### src/rtl/fetch_pkg.sv
`default_nettype none
// ============================================================================
// Module   : fetch_pkg
// Purpose  : Shared widths, constants, FSM state and buffer entry type for
//            the instruction-fetch stage.
// Revision : 1.0 - initial release
// ============================================================================
package fetch_pkg;

   localparam int XLEN    = 32;
   localparam int INSTR_W = 32;

   localparam logic [XLEN-1:0]    PC_STEP   = 32'd4;
   localparam logic [INSTR_W-1:0] NOP_INSTR = 32'h0000_0013;

   typedef enum logic [0:0] {
      RUN   = 1'b0,
      DRAIN = 1'b1
   } fetch_state_e;

   typedef struct packed {
      logic [XLEN-1:0]    pc;
      logic [INSTR_W-1:0] instr;
   } fetch_entry_t;

endpackage
`default_nettype wire

### src/rtl/fetch_fifo.sv
`default_nettype none
// ============================================================================
// Module   : fetch_fifo
// Purpose  : Synchronous FIFO with flush; head is registered storage (no
//            bypass) and reads as zero while empty.
// Revision : 1.0 - initial release
// ============================================================================
module fetch_fifo #(
   parameter int WIDTH = 32,
   parameter int DEPTH = 2
) (
   input  logic                       clk,
   input  logic                       rst,
   input  logic                       flush_i,
   input  logic                       push_i,
   input  logic [WIDTH-1:0]           push_data_i,
   input  logic                       pop_i,
   output logic [WIDTH-1:0]           head_o,
   output logic [$clog2(DEPTH+1)-1:0] count_o
);

   localparam int AW = $clog2(DEPTH);
   localparam int CW = $clog2(DEPTH+1);

   logic [WIDTH-1:0] mem_q [DEPTH];
   logic [AW-1:0]    wptr_q, wptr_d;
   logic [AW-1:0]    rptr_q, rptr_d;
   logic [CW-1:0]    count_q, count_d;
   logic             empty, full, do_push, do_pop;

   assign empty   = (count_q == '0);
   assign full    = (count_q == CW'(DEPTH));
   assign do_pop  = pop_i && !empty;
   // A full FIFO may accept a push when the head leaves in the same cycle.
   assign do_push = push_i && (!full || do_pop);

   always_comb begin
      wptr_d  = wptr_q;
      rptr_d  = rptr_q;
      count_d = count_q;
      if (flush_i) begin
         wptr_d  = '0;
         rptr_d  = '0;
         count_d = '0;
      end else begin
         if (do_push) wptr_d = wptr_q + AW'(1);
         if (do_pop)  rptr_d = rptr_q + AW'(1);
         count_d = count_q + CW'(do_push) - CW'(do_pop);
      end
   end

   always_ff @(posedge clk) begin
      if (!rst) begin
         wptr_q  <= '0;
         rptr_q  <= '0;
         count_q <= '0;
      end else begin
         wptr_q  <= wptr_d;
         rptr_q  <= rptr_d;
         count_q <= count_d;
      end
   end

   always_ff @(posedge clk) begin
      if (do_push && !flush_i) mem_q[wptr_q] <= push_data_i;
   end

   assign head_o  = empty ? '0 : mem_q[rptr_q];
   assign count_o = count_q;

endmodule
`default_nettype wire

### src/rtl/fetch_unit.sv
`default_nettype none
// ============================================================================
// Module   : fetch_unit
// Purpose  : In-order instruction fetch with credit-limited issue, PC tag
//            queue, fetch buffer and stale-response squash on redirect.
//            Optional macro FETCH_MISALIGN_CHECK_EN adds fetch_misaligned.
// Revision : 1.0 - initial release
// ============================================================================
module fetch_unit
   import fetch_pkg::*;
#(
   parameter logic [XLEN-1:0] RESET_PC   = 32'h0000_0000,
   parameter int              FIFO_DEPTH = 2
) (
   input  logic               clk,
   input  logic               rst,
   input  logic [XLEN-1:0]    pc,
   output logic [XLEN-1:0]    pc_next,
   input  logic               redirect_valid,
   input  logic [XLEN-1:0]    redirect_pc,
   output logic               imem_req_valid,
   input  logic               imem_req_ready,
   output logic [XLEN-1:0]    imem_req_addr,
   input  logic               imem_rsp_valid,
   input  logic [INSTR_W-1:0] imem_rsp_data,
   output logic               if_valid,
   input  logic               if_ready,
   output logic [XLEN-1:0]    if_pc,
   output logic [INSTR_W-1:0] if_instr
`ifdef FETCH_MISALIGN_CHECK_EN
   ,
   output logic               fetch_misaligned
`endif
);

   localparam int CW = $clog2(FIFO_DEPTH+1);
   localparam logic [CW:0] DEPTH_LIM = FIFO_DEPTH[CW:0];

   fetch_state_e    state_q, state_d;
   logic [CW-1:0]   outstanding_q, outstanding_d;
   logic [CW-1:0]   kill_cnt_q, kill_cnt_d;
   logic [CW-1:0]   buf_count;
   logic [CW-1:0]   tag_count_unused;
   logic [CW:0]     inflight;
   logic [XLEN-1:0] tag_head;
   logic [XLEN-1:0] redirect_target;
   fetch_entry_t    buf_push_entry, buf_head;
   logic            credit_ok, accept, rsp_live, buf_pop;

   assign buf_pop  = if_valid && if_ready;
   // The entry leaving the buffer this cycle returns its credit immediately,
   // which sustains one instruction per cycle with a single-cycle memory.
   assign inflight  = {1'b0, outstanding_q} + {1'b0, buf_count} - {{CW{1'b0}}, buf_pop};
   assign credit_ok = (inflight < DEPTH_LIM);

   assign imem_req_valid = rst && (state_q == RUN) && !redirect_valid && credit_ok;
   assign imem_req_addr  = pc;
   assign accept         = imem_req_valid && imem_req_ready;
   assign rsp_live       = imem_rsp_valid && (state_q == RUN) && !redirect_valid;

   assign outstanding_d = outstanding_q + CW'(accept) - CW'(imem_rsp_valid);

`ifdef FETCH_MISALIGN_CHECK_EN
   logic misaligned_q;
   assign redirect_target  = (redirect_pc[1:0] != 2'b00) ? pc : redirect_pc;
   assign fetch_misaligned = misaligned_q;

   always_ff @(posedge clk) begin
      if (!rst) misaligned_q <= 1'b0;
      else      misaligned_q <= redirect_valid && (redirect_pc[1:0] != 2'b00);
   end
`else
   logic [1:0] redirect_lsb_unused;
   assign redirect_lsb_unused = redirect_pc[1:0];
   assign redirect_target     = {redirect_pc[XLEN-1:2], 2'b00};
`endif

   always_comb begin
      if (!rst)                pc_next = RESET_PC;
      else if (redirect_valid) pc_next = redirect_target;
      else if (accept)         pc_next = pc + PC_STEP;
      else                     pc_next = pc;
   end

   always_comb begin
      state_d    = state_q;
      kill_cnt_d = kill_cnt_q;
      if (redirect_valid) begin
         // A response landing in the redirect cycle is itself dropped.
         kill_cnt_d = outstanding_q - CW'(imem_rsp_valid);
         state_d    = (kill_cnt_d != '0) ? DRAIN : RUN;
      end else if ((state_q == DRAIN) && imem_rsp_valid) begin
         kill_cnt_d = kill_cnt_q - CW'(1);
         if (kill_cnt_d == '0) state_d = RUN;
      end
   end

   always_ff @(posedge clk) begin
      if (!rst) begin
         state_q       <= RUN;
         outstanding_q <= '0;
         kill_cnt_q    <= '0;
      end else begin
         state_q       <= state_d;
         outstanding_q <= outstanding_d;
         kill_cnt_q    <= kill_cnt_d;
      end
   end

   fetch_fifo #(
      .WIDTH (XLEN),
      .DEPTH (FIFO_DEPTH)
   ) u_tag_q (
      .clk         (clk),
      .rst         (rst),
      .flush_i     (redirect_valid),
      .push_i      (accept),
      .push_data_i (pc),
      .pop_i       (rsp_live),
      .head_o      (tag_head),
      .count_o     (tag_count_unused)
   );

   assign buf_push_entry = '{pc: tag_head, instr: imem_rsp_data};

   fetch_fifo #(
      .WIDTH ($bits(fetch_entry_t)),
      .DEPTH (FIFO_DEPTH)
   ) u_fetch_buf (
      .clk         (clk),
      .rst         (rst),
      .flush_i     (redirect_valid),
      .push_i      (rsp_live),
      .push_data_i (buf_push_entry),
      .pop_i       (buf_pop),
      .head_o      (buf_head),
      .count_o     (buf_count)
   );

   assign if_valid = (buf_count != '0);
   assign if_pc    = buf_head.pc;
   assign if_instr = buf_head.instr;

endmodule
`default_nettype wire

### config.mk
export PLATFORM = sky130hd
export DESIGN_NAME = fetch_unit
export DESIGN_NICKNAME = d
export VERILOG_FILES = /design/src/rtl/fetch_pkg.sv /design/src/rtl/fetch_fifo.sv /design/src/rtl/fetch_unit.sv
export SDC_FILE = /design/constraint.sdc
export NUM_CORES = 1
export LEC_CHECK = 0
export CAP_MARGIN = 20
export CORE_ASPECT_RATIO = 0.75
export CORE_MARGIN = 5
export CORE_UTILIZATION = 45
export CTS_BUF_LIST = sky130_fd_sc_hd__clkbuf_8
export CTS_CLUSTER_DIAMETER = 80
export DETAILED_ROUTE_END_ITERATION = 12
export DONT_BUFFER_PORTS = 1
export PLACE_DENSITY = 0.6
export SLEW_MARGIN = 10
export SYNTH_ARGS = -nofsm -noshare
export SYNTH_HDL_FRONTEND = slang
export SYNTH_SLANG_ARGS = --single-unit
export TNS_END_PERCENT = 10
### constraint.sdc
create_clock -name clk -period 7 [get_ports clk]
set_input_delay 0.7 -clock clk [delete_from_list [all_inputs] [get_ports clk]]
set_output_delay 0.7 -clock clk [all_outputs]
set_load 0.1 [all_outputs]
# Word level (Yosys, flattened, before mapping)
# Memories as Yosys holds them, arrays and structs flattened. A register that Yosys moved wholly into a read port is not among the register bits.
# Index checks and enable logic that the tools add are counted.
# word_totals
ff_bits	13
ramBits	192
inputBits	102
mem_count	2
# memory_table
memory	depth	word_bits	read_ports	rd_clocked_by_memory_dff	write_ports	line_no	text
u_fetch_buf.mem_q	2	64	1	1	1	fetch_fifo.sv:25	logic [WIDTH-1:0] mem_q [DEPTH];
u_tag_q.mem_q	2	32	1	1	1	fetch_fifo.sv:25	
# op_classes
n_addsub	15
magnitude_cmp	1
eq_ne	2
mux	19
bitwise_logic	2
n_reduce_logical	30
# ops
operator	n
$mux 32	4
$mux 64	1
$add 32x3->32 const B	1
$logic_and 1x1->1	14
$mux 1	12
$reduce_bool 2->1	4
$sub 2x1->2	4
$add 2x1->2	3
$logic_not 2->1	3
$logic_not 1->1	5
$add 1x1->1 const B	4
$eq 2x2->1 const B	2
$mux 2	2
$add 2x2->3	1
$lt 3x2->1 const B	1
$sub 3x1->3	1
$logic_or 1x1->1	2
$not 1->1	2
$reduce_and 2->1	1
$reduce_or 2->1	1
$sub 2x1->2 const B	1

# Longest topological paths before layout
# Gate-level depths: netlist (run 1).
# logic_depth
word_depth	10
mapped_depth	15
ltp_nobuf	14

# By module
# Synthesis (run 1) repeated with hierarchy kept, for this count alone.
# hier_totals
cells_unflattened	706
hier_area_um2	9527.9
# modules_own_cells
mod	n_inst	cells_per_inst	area_each_um2	seq_area_each_um2
fetch_fifo at u_fetch_buf	1	294	5103.6	3943.8
fetch_fifo at u_tag_q	1	160	2678.8	2021.9
fetch_unit	1	252	1745.4	100.1

# Worst setup path after synthesis (run 1)
# OpenSTA, ideal clock, no wires.
# synth_timing
path_kind	input to register
start	in redirect_valid
end	mem u_fetch_buf.mem_q[0][0] in the netlist's numbering, enable pin
setup_time_ns	0.565
arrival_time_ns	5.463
setup_slack_ns	0.973
cell_stages	4
path_buffers	1
cell_sequence	buf_2 -> nor2_1 -> nand2_1 -> nor3_1
# synth_via
elab_chain_len	6
# synth_lines
element	line_no	text
start: declaration	fetch_unit.sv:19	input logic redirect_valid,
$logic_not 1->1 (*)	fetch_fifo.sv:65, fetch_unit.sv:59	
$logic_and 1x1->1	fetch_unit.sv:59	assign rsp_live = imem_rsp_valid && (state_q == RUN) && !redirect_valid;
$logic_and 1x1->1	fetch_fifo.sv:35	assign do_push = push_i && (!full || do_pop);
$logic_and 1x1->1 (*)	fetch_fifo.sv:65	if (do_push && !flush_i) mem_q[wptr_q] <= push_data_i;
$mux 1 (*)	fetch_fifo.sv:65	
$mux 1 (implied by the code) (*)	fetch_fifo.sv:65	
end: declaration	fetch_fifo.sv:25	
# Every way passes the cells marked *; elsewhere a longest branch is shown, timed or not.

# Final worst setup path (run 1)
# layout_timing
start	reg u_fetch_buf.count_q[1] (netlist: u_fetch_buf.count_o[1])
end	out pc_next[18]
# layout_via
elab_chain_len	9
# layout_lines
element	line_no	text
start: declaration	fetch_fifo.sv:28	logic [CW-1:0] count_q, count_d;
start signal: assignment	fetch_fifo.sv:60	count_q <= count_d;
parallel branches: the longest is 2 deep, another holds $add 2x2->3	--	
$sub 3x1->3 (*)	fetch_unit.sv:53	assign inflight = {1'b0, outstanding_q} + {1'b0, buf_count} - {{CW{1'b0}}, buf_pop};
$lt 3x2->1 (*)	fetch_unit.sv:54	assign credit_ok = (inflight < DEPTH_LIM);
$logic_and 1x1->1 (*)	fetch_unit.sv:56	assign imem_req_valid = rst && (state_q == RUN) && !redirect_valid && credit_ok;
$logic_and 1x1->1 (*)	fetch_unit.sv:58	assign accept = imem_req_valid && imem_req_ready;
$mux 32 (*)	fetch_unit.sv:81	else if (accept) pc_next = pc + PC_STEP;
$mux 32 (*)	fetch_unit.sv:80	else if (redirect_valid) pc_next = redirect_target;
$mux 32 (*)	fetch_unit.sv:79	if (!rst) pc_next = RESET_PC;
end: declaration	fetch_unit.sv:18	output logic [XLEN-1:0] pc_next,
# Mark *: on every way between the ends.

==> results of run 1 <==
-- sequential cells by signal (all words and copies together), names as in the netlist, named ones only --
register             flops
u_fetch_buf.mem_q      128
u_tag_q.mem_q           64
kill_cnt_q               2
outstanding_q            2
u_fetch_buf.count_o      2
u_tag_q.count_o          2
state_q                  1
u_fetch_buf.rptr_q       1
u_fetch_buf.wptr_q       1
u_tag_q.rptr_q           1
u_tag_q.wptr_q           1
-- kinds of logic (layout without fill, tap and decap cells) --
| logic type | Yosys count | after routing |
|---|---|---|
| AO/OA/AOI/OAI | 66 | 66 |
| XOR/XNOR | 40 | 40 |
| adder cells (fa/ha/maj) | 10 | 10 |
| buffers and inverters | 80 | 85 |
| flip-flops | 207 | 207 |
| multiplexers | 98 | 98 |
| AND/OR/NAND/NOR | 201 | 201 |
-- cell usage after synthesis (10+ instances only) --
library cell | count | area share
and2_1 | 11 | 0.0074
xnor2_1 | 21 | 0.020
mux2i_1 | 98 | 0.11
inv_1 | 12 | 0.0048
nand4_1 | 13 | 0.0087
nor2_1 | 117 | 0.047
clkbuf_1 | 16 | 0.0065
buf_4 | 33 | 0.027
a21oi_1 | 24 | 0.013
edfxtp_1 | 192 | 0.62
nand2_1 | 19 | 0.0077
dfxtp_1 | 15 | 0.032
buf_1 | 13 | 0.0052
o21ai_0 | 30 | 0.016
xor2_1 | 19 | 0.018
nand3_1 | 10 | 0.0054
-- per-stage QoR --
stage | power [mW] | area (sq um) | hold slack (ns)
6_report | 2.73 | 10300 | 0.287
2_1_floorplan | 1.87 | 9310 | 0.481
3_3_place_gp | 1.84 | 9600 | 0.500
5_1_grt | 2.86 | 10300 | 0.243
4_1_cts | 2.77 | 10300 | 0.249
3_5_place_dp | 1.86 | 9770 | 0.501
-- power by group --
part / switching, mW / internal [mW] / total (mW)
clock network: 0.434 / 0.462 / 0.896
logic: 0.347 / 0.0812 / 0.429
registers: 0.0141 / 1.39 / 1.41
-- worst max-delay path by stage --
stage,startpoint,end
3_5_place_dp,u_fetch_buf.count_o[1]$_SDFF_PP0_,pc_next[25]
6_report,u_fetch_buf.count_o[1]$_SDFF_PP0_,pc_next[18]
2_1_floorplan,redirect_valid,u_fetch_buf.mem_q[0][0]$_DFFE_PP_
5_1_grt,u_fetch_buf.count_o[0]$_SDFF_PP0_,pc_next[18]
3_3_place_gp,u_fetch_buf.count_o[1]$_SDFF_PP0_,pc_next[31]
4_1_cts,u_fetch_buf.count_o[1]$_SDFF_PP0_,pc_next[25]
-- cell type report --
type,count,share of cell area
sequential,207,0.587
multi-input combinational,415,0.299
clock buffer,35,0.0466
tap,258,0.0312
timing repair buffer,16,0.0226
clock inverter,20,0.00846
inverter,14,0.00532
-- cell usage in the layout (no fill, tap or decap), types with 19 or more instances in the layout --
master and count:
clkbuf_8 35, o21ai_0 30, edfxtp_1 192, mux2i_1 98, xor2_1 19, nor2_2 66, a21oi_2 23, nand2_1 19
nor2_1 48, inv_1 23, xnor2_1 21
-- per-layer routing --
| layer | GRT usage | vias up | part of all wire |
|---|---|---|---|
| li1 | - | 2489 | - |
| met1 | 0.225 | 2609 | 0.42 |
| met2 | 0.288 | 221 | 0.47 |
| met3 | 0.0683 | 41 | 0.092 |
| met4 | 0.0506 | 4 | 0.017 |
| met5 | 0 | - | 0.0012 |
-- worst max-delay path, cell delays in order (launching register included) --
cell,delay [ns]
dfxtp_1,0.34
nor2_4,0.63
nor2b_1,0.18
ha_1,0.32
inv_1,0.08
nand2_1,0.07
fa_1,0.51
and4bb_1,0.23
and3_1,0.51
inv_4,0.12
nor4_1,0.43
xnor2_1,0.14
a21oi_2,0.90
==> out/qor.yml, run 1 <==
start_util: 0.459
drive_gt1_frac: 0.229
synth-compound-area-share: 0.0418
antenna_found_initial: 2
ys_warn_count: 0
cts_tree: "built"
finalNonFillerCells: 965
min_from: "imem_rsp_data[12]"
ant_nets: 0
io_pins: 232
ys.flop_type: "edfxtp_1"
finalHoldViolCount: 0
synth-seq-cells: 207
dr.first_iter.drc_count: 218
min_to: "u_fetch_buf.mem_q[0][12]$_DFFE_PP_"
finalMaxSlewViolations: 0
cts_buffer_depth: 3
rsz0062_at_grt: "false"
crit_fanout: 21
status: "completed"
io_buffers: 0
skew_ns: 0.0117
numClockSinks: 207
min_period_ns: 5.66
grt_util_all_layers: 0.178
h-tree-depth: 2
synth_cell_types: 46
setup_viol: 0
place_ws_ns: 1.66
dr.pass1.iters: 5
diodes: 0
cts_buffers: 35
synthXorXnorAreaFrac: 0.0376
gp_congestion: 0.806
crit_type: "reg2out"
critPathCaptureType: "primary output"
clk_pin_slew_ns: 0.06
clk_latency_ns: 0.50
fin_util: 0.510
area_delta_synth_final_pct: 11.2
synth.cell_area_sq_um: 9310
cts_resized: 0
seqCellArea_sq_um: 6070
synth_seq_area_share: 0.652
rr_startpoint: "u_fetch_buf.count_o[1]$_SDFF_PP0_"
die_w_microns: 176
clock.fmax_mhz: 177
worst_ep_required_time_ns: 6.30
synth_edf_count: 192
worst_hold_path_type: "in2reg"
final.setup.worst_slack_ns: 1.34
powerDensity_nw_per_um2: 264
core_sq_um: 20300
cts-root-buf: "clkbuf_8"
grt-ovfl-total: 0
die_area_sq_um: 23700
cap_violations: 0
post_drt_wl_per_cell_microns: 22.0
grt_pass1_wl_microns: 32400
r2r_end: "u_tag_q.mem_q[0][28]$_DFFE_PP_"
drt-vias-per-instance: 5.56
placed_cells: 909
fillers: 1735
worstRegToRegCells: 11
hold_depth: 0
drc: 0
synth_fa_ha_area_frac: 0.0143
period_share: 0.809
worstPathArrival_ns: 4.96
grt_pass1_vias: 5546
vias: 5364
cts_hold_buffers: 0
synthCells: 702
tightest_slew_ns: 1.21
fin_nets: 801
multiInputGateArea_sq_um: 3100
die_h_microns: 135
p_leak_nw: 3.14
synth_top_family_by_area: "multiplexers"
yosys.area_share.simple: 0.103
syn_avg_cell_area_sq_um: 13.3
dpl.hpwl_microns: 14300
ff2ff_setup_slack_ns: 2.53
cts_setup_buffers: 0
rows: 45
tns_ns: 0
start_kind: "flop"
maxSlewHeadroom: 0.193
synthMuxAreaShare: 0.105
syn-num-nets: 814
ir_drop_uv: 84.2
async_reset_ff_frac: 0
grt_max_degree: 65
drt_wl_total_microns: 21200
(Power assumes the default switching activity.)
==> run 2, diff against run 1 <==
--- a/config.mk
+++ b/config.mk
@@ -13,7 +13,7 @@
 export CTS_CLUSTER_DIAMETER = 80
 export DETAILED_ROUTE_END_ITERATION = 12
 export DONT_BUFFER_PORTS = 1
-export PLACE_DENSITY = 0.6
+export PLACE_DENSITY = 0.62
 export SLEW_MARGIN = 10
 export SYNTH_ARGS = -nofsm -noshare
 export SYNTH_HDL_FRONTEND = slang
==> constraint.sdc (replaced) <==
create_clock -name clk -period 5.2 [get_ports clk]
set_input_delay 0.52 -clock clk [delete_from_list [all_inputs] [get_ports clk]]
set_output_delay 0.52 -clock clk [all_outputs]
set_load 0.1 [all_outputs]
==> run 2 against run 1 <==
Effect of this change: combinational power is 36% higher; hold slack worse by 0.24 ns; non-clock buffer count is 32 higher; sequential power is 34% higher; sequential share of layout area is 0.85 points lower; highest routed layer unchanged.
==> out/qor.yml, run 2 (same netlist as run 1, synthesis figures left out) <==
cts_setup_buffers: 0  # unchanged
start_kind: "flop"  # unchanged
clk_pin_slew_ns: 0.07  # was 0.06 ns
die_w_microns: 176  # unchanged
cts-root-buf: "clkbuf_8"  # unchanged
numClockSinks: 207  # unchanged
place_ws_ns: 1.01  # was 1.66 ns
clock.fmax_mhz: 216
io_buffers: 0  # unchanged
powerDensity_nw_per_um2: 347  # was 264 nW/um^2
endpoint: "pc_next[26]"  # was pc_next[18]
dpl.hpwl_microns: 14100  # was 14300 microns
final.setup.worst_slack_ns: 0.576  # was 1.34 ns
min_period_ns: 4.62
start_util: 0.459  # unchanged
core_sq_um: 20300  # unchanged
p_sw_mw: 1.09  # was 795 uW
fin_util: 0.518  # was 0.510
area_delta_synth_final_pct: 12.8  # was 11.2%
skew_ns: 0.0115  # was 0.0117 ns
gp_congestion: 0.799  # was 0.806
die_h_microns: 135  # unchanged
cap_violations: 0  # unchanged
crit_type: "reg2out"  # unchanged
cts_tree: "built"  # unchanged
critPathLaunch: "u_fetch_buf.count_o[0]$_SDFF_PP0_"  # was u_fetch_buf.count_o[1]$_SDFF_PP0_
ant_nets: 0  # unchanged
die_area_sq_um: 23700  # unchanged
p_leak_nw: 3.25  # was 3.14 nW
grt_util_all_layers: 0.175  # was 0.178
grt_pass1_vias: 5481  # was 5546
post_drt_wl_per_cell_microns: 21.6  # was 22.0 microns
drt-vias-per-instance: 5.49  # was 5.56
grt_pass1_wl_microns: 32400  # about the same
status: "completed"  # unchanged
internal-power_mw: 2.55  # was 1.94 mW
setup_viol: 0  # unchanged
fin_nets: 829  # was 801
antenna_found_initial: 1  # was 2
r2r_end: "u_tag_q.mem_q[1][8]$_DFFE_PP_"  # was u_tag_q.mem_q[0][28]$_DFFE_PP_
power_frac_seq: 0.520  # was 0.515
holdWs_ns: 0.0520  # was 0.287 ns
vias: 5477  # was 5364
maxSlewHeadroom: 0.228  # was 0.193
critPathCaptureType: "primary output"  # unchanged
cts_buffer_depth: 3  # unchanged
reg_top3: "u_fetch_buf.mem_q (128), u_tag_q.mem_q (64)"  # unchanged
drt_wl_total_microns: 21600  # was 21200 microns
diodes: 0  # unchanged
worst_hold_path_type: "in2reg"  # unchanged
sw_frac_of_total: 0.300  # was 0.291
drive_gt1_frac: 0.249  # was 0.229
io_pins: 232  # unchanged
rows: 45  # unchanged
worstPathArrival_ns: 4.10  # was 4.96 ns
final_cell_mix: "192 x edfxtp_1, 98 x mux2i_1, 66 x nor2_2"  # unchanged
ir_drop_uv: 144  # was 84.2 uV
final_common_cell: "edfxtp_1"  # unchanged
h-tree-depth: 1  # was 2
clk_latency_ns: 0.56  # was 0.50 ns
grt-ovfl-total: 0  # unchanged
crit_fanout: 8  # was 21
rr_startpoint: "u_fetch_buf.count_o[0]$_SDFF_PP0_"  # was u_fetch_buf.count_o[1]$_SDFF_PP0_
grt_max_degree: 66  # was 65
cts_buffers: 31  # was 35
tightest_slew_ns: 1.16  # was 1.21 ns
largest_reg_flops: 128  # unchanged
cts_resized: 0  # unchanged
worst_ep_required_time_ns: 4.68  # was 6.30 ns
dr.first_iter.drc_count: 289  # was 218
clockPowerShare: 0.320  # was 0.328
regMostFlops: "u_fetch_buf.mem_q"  # unchanged
tns_ns: 0  # unchanged
fillers: 1685  # was 1735
dr.pass1.iters: 4  # was 5
finalMaxSlewViolations: 0  # unchanged
rsz0062_at_grt: "false"  # unchanged
period_share: 0.889
ff2ff_setup_slack_ns: 1.35  # was 2.53 ns
finalHoldViolCount: 0  # unchanged
power_mw: 3.64  # was 2.73 mW
comb_power_share: 0.160  # was 0.157
drc: 0  # unchanged
worstRegToRegCells: 11  # unchanged
==> run 2: cell types whose count changed in the layout (fill, tap and decap cells not counted), sizes merged <==
cell,change
buf,+20
clkbuf,-4
dlygate4sd3,+12
inv,-3
clkinv,+8
==> run 2: how the worst min path moves through the flow <==
stage,start,end,cells past startpoint
detailed placement,u_fetch_buf.rptr_q$_SDFFE_PP0P_,flop,2
CTS,pc[25],u_tag_q.mem_q[1][25]$_DFFE_PP_,0
floorplan,u_tag_q.rptr_q$_SDFFE_PP0P_,flop,2
finish,pc[14],u_tag_q.mem_q[1][14]$_DFFE_PP_,0
global route,imem_rsp_data[14],u_fetch_buf.mem_q[0][14]$_DFFE_PP_,0
global placement,u_tag_q.rptr_q$_SDFFE_PP0P_,u_tag_q.rptr_q$_SDFFE_PP0P_,2
==> run 2: power by group through the flow <==
stage | registers [mW] | clock network, mW | logic, mW
6_report | 1.89 | 1.16 | 0.584
5_1_grt | 1.90 | 1.28 | 0.616
4_1_cts | 1.90 | 1.20 | 0.579
3_5_place_dp | 1.93 | 0 | 0.577
3_3_place_gp | 1.93 | 0 | 0.567
2_1_floorplan | 1.92 | 0 | 0.596
==> run 2: area by class of cell <==
cell class,instances,area (sq um),area share
sequential,207,6070,0.578
timing repair buffer,48,410,0.0391
clock buffer,31,427,0.0406
inverter,14,55.1,0.00524
clock inverter,25,113,0.0107
multi-input combinational,415,3100,0.295
tap,258,323,0.0307
==> run 2: per-stage QoR <==
| step | instance area, sq um | std cells |
|---|---|---|
| global placement | 9810 | 929 |
| global route | 10500 | 998 |
| floorplan | 9310 | 702 |
| CTS | 10400 | 987 |
| detailed placement | 9810 | 929 |
| finish | 10500 | 998 |
==> run 2: worst max-delay path: stages (launching register included) <==
cell      delay (ns)
dfxtp_1         0.40
nor2_4          0.04
nor2b_1         0.20
ha_1            0.28
inv_1           0.08
nand2_1         0.06
fa_1            0.52
and4bb_1        0.22
and3_1          0.46
nand4_1         0.36
or3_1           0.42
a31oi_2         0.18
buf_4           0.32
==> run 2: layer usage <==
metal	track usage	part of all wire	up-vias
li1	-	-	2546
met1	0.240	0.44	2657
met2	0.274	0.45	235
met3	0.0568	0.087	37
met4	0.0390	0.017	2
met5	0	0.00060	-
==> run 2: what timing repair did <==
| action | 4_1_cts | 5_1_grt |
|---|---|---|
| hold buffers | 2 | 10 |
| endpoints found under the hold margin | 3 | 15 |
| setup endpoints to repair | 0 | 0 |
==> run 3, diff against run 2 <==
--- a/config.mk
+++ b/config.mk
@@ -13,7 +13,7 @@
 export CTS_CLUSTER_DIAMETER = 80
 export DETAILED_ROUTE_END_ITERATION = 12
 export DONT_BUFFER_PORTS = 1
-export PLACE_DENSITY = 0.62
+export PLACE_DENSITY = 0.66
 export SLEW_MARGIN = 10
 export SYNTH_ARGS = -nofsm -noshare
 export SYNTH_HDL_FRONTEND = slang
==> run 3 against run 2 <==
Effect of this change: count of clock-buffer cells in the layout is the same; register-to-register slack lost 0.03 ns; clock skew shrank 0.0040 ns; largest cell class unchanged; first-iteration DRC count grew 5.5%; largest power group unchanged; critical endpoint unchanged; cell area grew 3.5%; critical path type unchanged; critical path depth is the same; combinational power grew 4.3%.
==> out/qor.yml, run 3 (same netlist as run 1, synthesis figures left out) <==
grt_max_degree: 65  # was 66
cap_violations: 0  # unchanged
final_common_cell: "edfxtp_1"  # unchanged
cts_buffers: 31  # unchanged
vias: 5548  # was 5477
crit_fanout: 8  # unchanged
grt_pass1_wl_microns: 32900  # was 32400 microns
ant_nets: 0  # unchanged
grt-ovfl-total: 0  # unchanged
worst_hold_path_type: "in2reg"  # unchanged
start_kind: "flop"  # unchanged
h-tree-depth: 1  # unchanged
p_leak_nw: 3.38  # was 3.25 nW
tightest_slew_ns: 1.16  # about the same
clock.fmax_mhz: 219  # was 216 MHz
r2r_end: "u_tag_q.mem_q[0][6]$_DFFE_PP_"  # was u_tag_q.mem_q[1][8]$_DFFE_PP_
clk_latency_ns: 0.56  # about the same
fin_util: 0.536  # was 0.518
setup_viol: 0  # unchanged
min_period_ns: 4.58  # was 4.62 ns
period_share: 0.880  # was 0.889
skew_ns: 0.00747  # was 0.0115 ns
drt_wl_total_microns: 21900  # was 21600 microns
finalMaxSlewViolations: 0  # unchanged
gp_congestion: 0.807  # was 0.799
powerDensity_nw_per_um2: 352  # was 347 nW/um^2
min_from: "pc[27]"  # was pc[14]
status: "completed"  # unchanged
io_pins: 232  # unchanged
start_util: 0.459  # unchanged
worstPathArrival_ns: 4.06  # was 4.10 ns
die_w_microns: 176  # unchanged
diodes: 0  # unchanged
grt_pass1_vias: 5713  # was 5481
crit_type: "reg2out"  # unchanged
tns_ns: 0  # unchanged
final_cell_mix: "192 x edfxtp_1, 98 x mux2i_1, 66 x nor2_2"  # unchanged
die_h_microns: 135  # unchanged
die_area_sq_um: 23700  # unchanged
rsz0062_at_grt: "false"  # unchanged
cts-root-buf: "clkbuf_8"  # unchanged
grt_util_all_layers: 0.177  # was 0.175
clk_pin_slew_ns: 0.07  # about the same
dr.pass1.iters: 4  # unchanged
fin_nets: 858  # was 829
cts_buffer_depth: 3  # unchanged
largest_reg_flops: 128  # unchanged
antenna_found_initial: 1  # unchanged
finalHoldViolCount: 0  # unchanged
reg_top3: "u_fetch_buf.mem_q (128), u_tag_q.mem_q (64)"  # unchanged
core_sq_um: 20300  # unchanged
worst_ep_required_time_ns: 4.68  # about the same
worstRegToRegCells: 11  # unchanged
dr.first_iter.drc_count: 305  # was 289
cts_tree: "built"  # unchanged
maxSlewHeadroom: 0.226  # was 0.228
critPathCaptureType: "primary output"  # unchanged
rr_startpoint: "u_fetch_buf.count_o[0]$_SDFF_PP0_"  # unchanged
ff2ff_setup_slack_ns: 1.32  # was 1.35 ns
numClockSinks: 207  # unchanged
rows: 45  # unchanged
dpl.hpwl_microns: 14400  # was 14100 microns
area_delta_synth_final_pct: 16.8  # was 12.8%
ir_drop_uv: 167  # was 144 uV
critPathLaunch: "u_fetch_buf.count_o[0]$_SDFF_PP0_"  # unchanged
endpoint: "pc_next[26]"  # unchanged
post_drt_wl_per_cell_microns: 21.3  # was 21.6 microns
io_buffers: 0  # unchanged
drc: 0  # unchanged
drive_gt1_frac: 0.243  # was 0.249
regMostFlops: "u_fetch_buf.mem_q"  # unchanged
drt-vias-per-instance: 5.40  # was 5.49
[run 3: area by class of cell]
type / count / area, sq um
multi-input combinational: 415 / 3100
inverter: 14 / 55.1
sequential: 207 / 6070
timing repair buffer: 77 / 698
fill: 1690 / 9400
clock buffer: 31 / 427
clock inverter: 26 / 196
tap: 258 / 323
[run 3: metrics by stage]
step	hold WS [ns]	instances	setup WS (ns)	instance area (sq um)	total power [mW]
floorplan	0.481	702	0.351	9310	2.52
global placement	0.496	930	1.17	9830	2.50
detailed placement	0.501	931	1.07	9850	2.51
CTS	0.00702	1028	0.542	10900	3.87
global route	0.00357	1028	0.322	10900	3.97
finish	0.0536	1028	0.625	10900	3.82
[run 3: worst max-delay path: stages, from the launching register on]
cell and delay [ns]:
dfxtp_1 0.40, nor2_4 0.04, nor2b_1 0.21, ha_1 0.27, inv_1 0.07, nand2_1 0.06
fa_1 0.51, and4bb_1 0.23, and3_1 0.49, nand4_1 0.32, or3_1 0.40, a31oi_2 0.16
buf_4 0.31
[run 3: worst min path at each step]
stage | to | slack (ns) | cells past startpoint
6_report | u_tag_q.mem_q[1][27]$_DFFE_PP_ | 0.05 | 0
5_1_grt | u_tag_q.mem_q[1][27]$_DFFE_PP_ | 0.004 | 0
4_1_cts | u_tag_q.mem_q[0][10]$_DFFE_PP_ | 0.007 | 0
3_5_place_dp | u_tag_q.rptr_q$_SDFFE_PP0P_ | 0.50 | 2
3_3_place_gp | flop | 0.50 | 2
2_1_floorplan | flop | 0.48 | 2
[run 3: per-layer routing]
layer	vias to the layer above	GRT usage	wire length (microns)
met3	32	0.0509	1780
met1	2685	0.237	9420
met2	222	0.292	10300
met5	-	0	11
met4	2	0.0385	382
li1	2607	-	-
[run 3: repair_timing]
item / CTS / global route
resized for setup: 0 / 0
hold buffers: 40 / 0
endpoints found under the setup margin: 0 / 0
endpoints found under the hold margin: 77 / 0
setup buffers: 0 / 0
[run 3: power breakdown]
| part | leakage [nW] | internal, mW | switching, mW |
|---|---|---|---|
| clock network | 0.340 | 0.711 | 0.607 |
| logic | 1.21 | 0.134 | 0.475 |
| registers | 1.84 | 1.87 | 0.0206 |
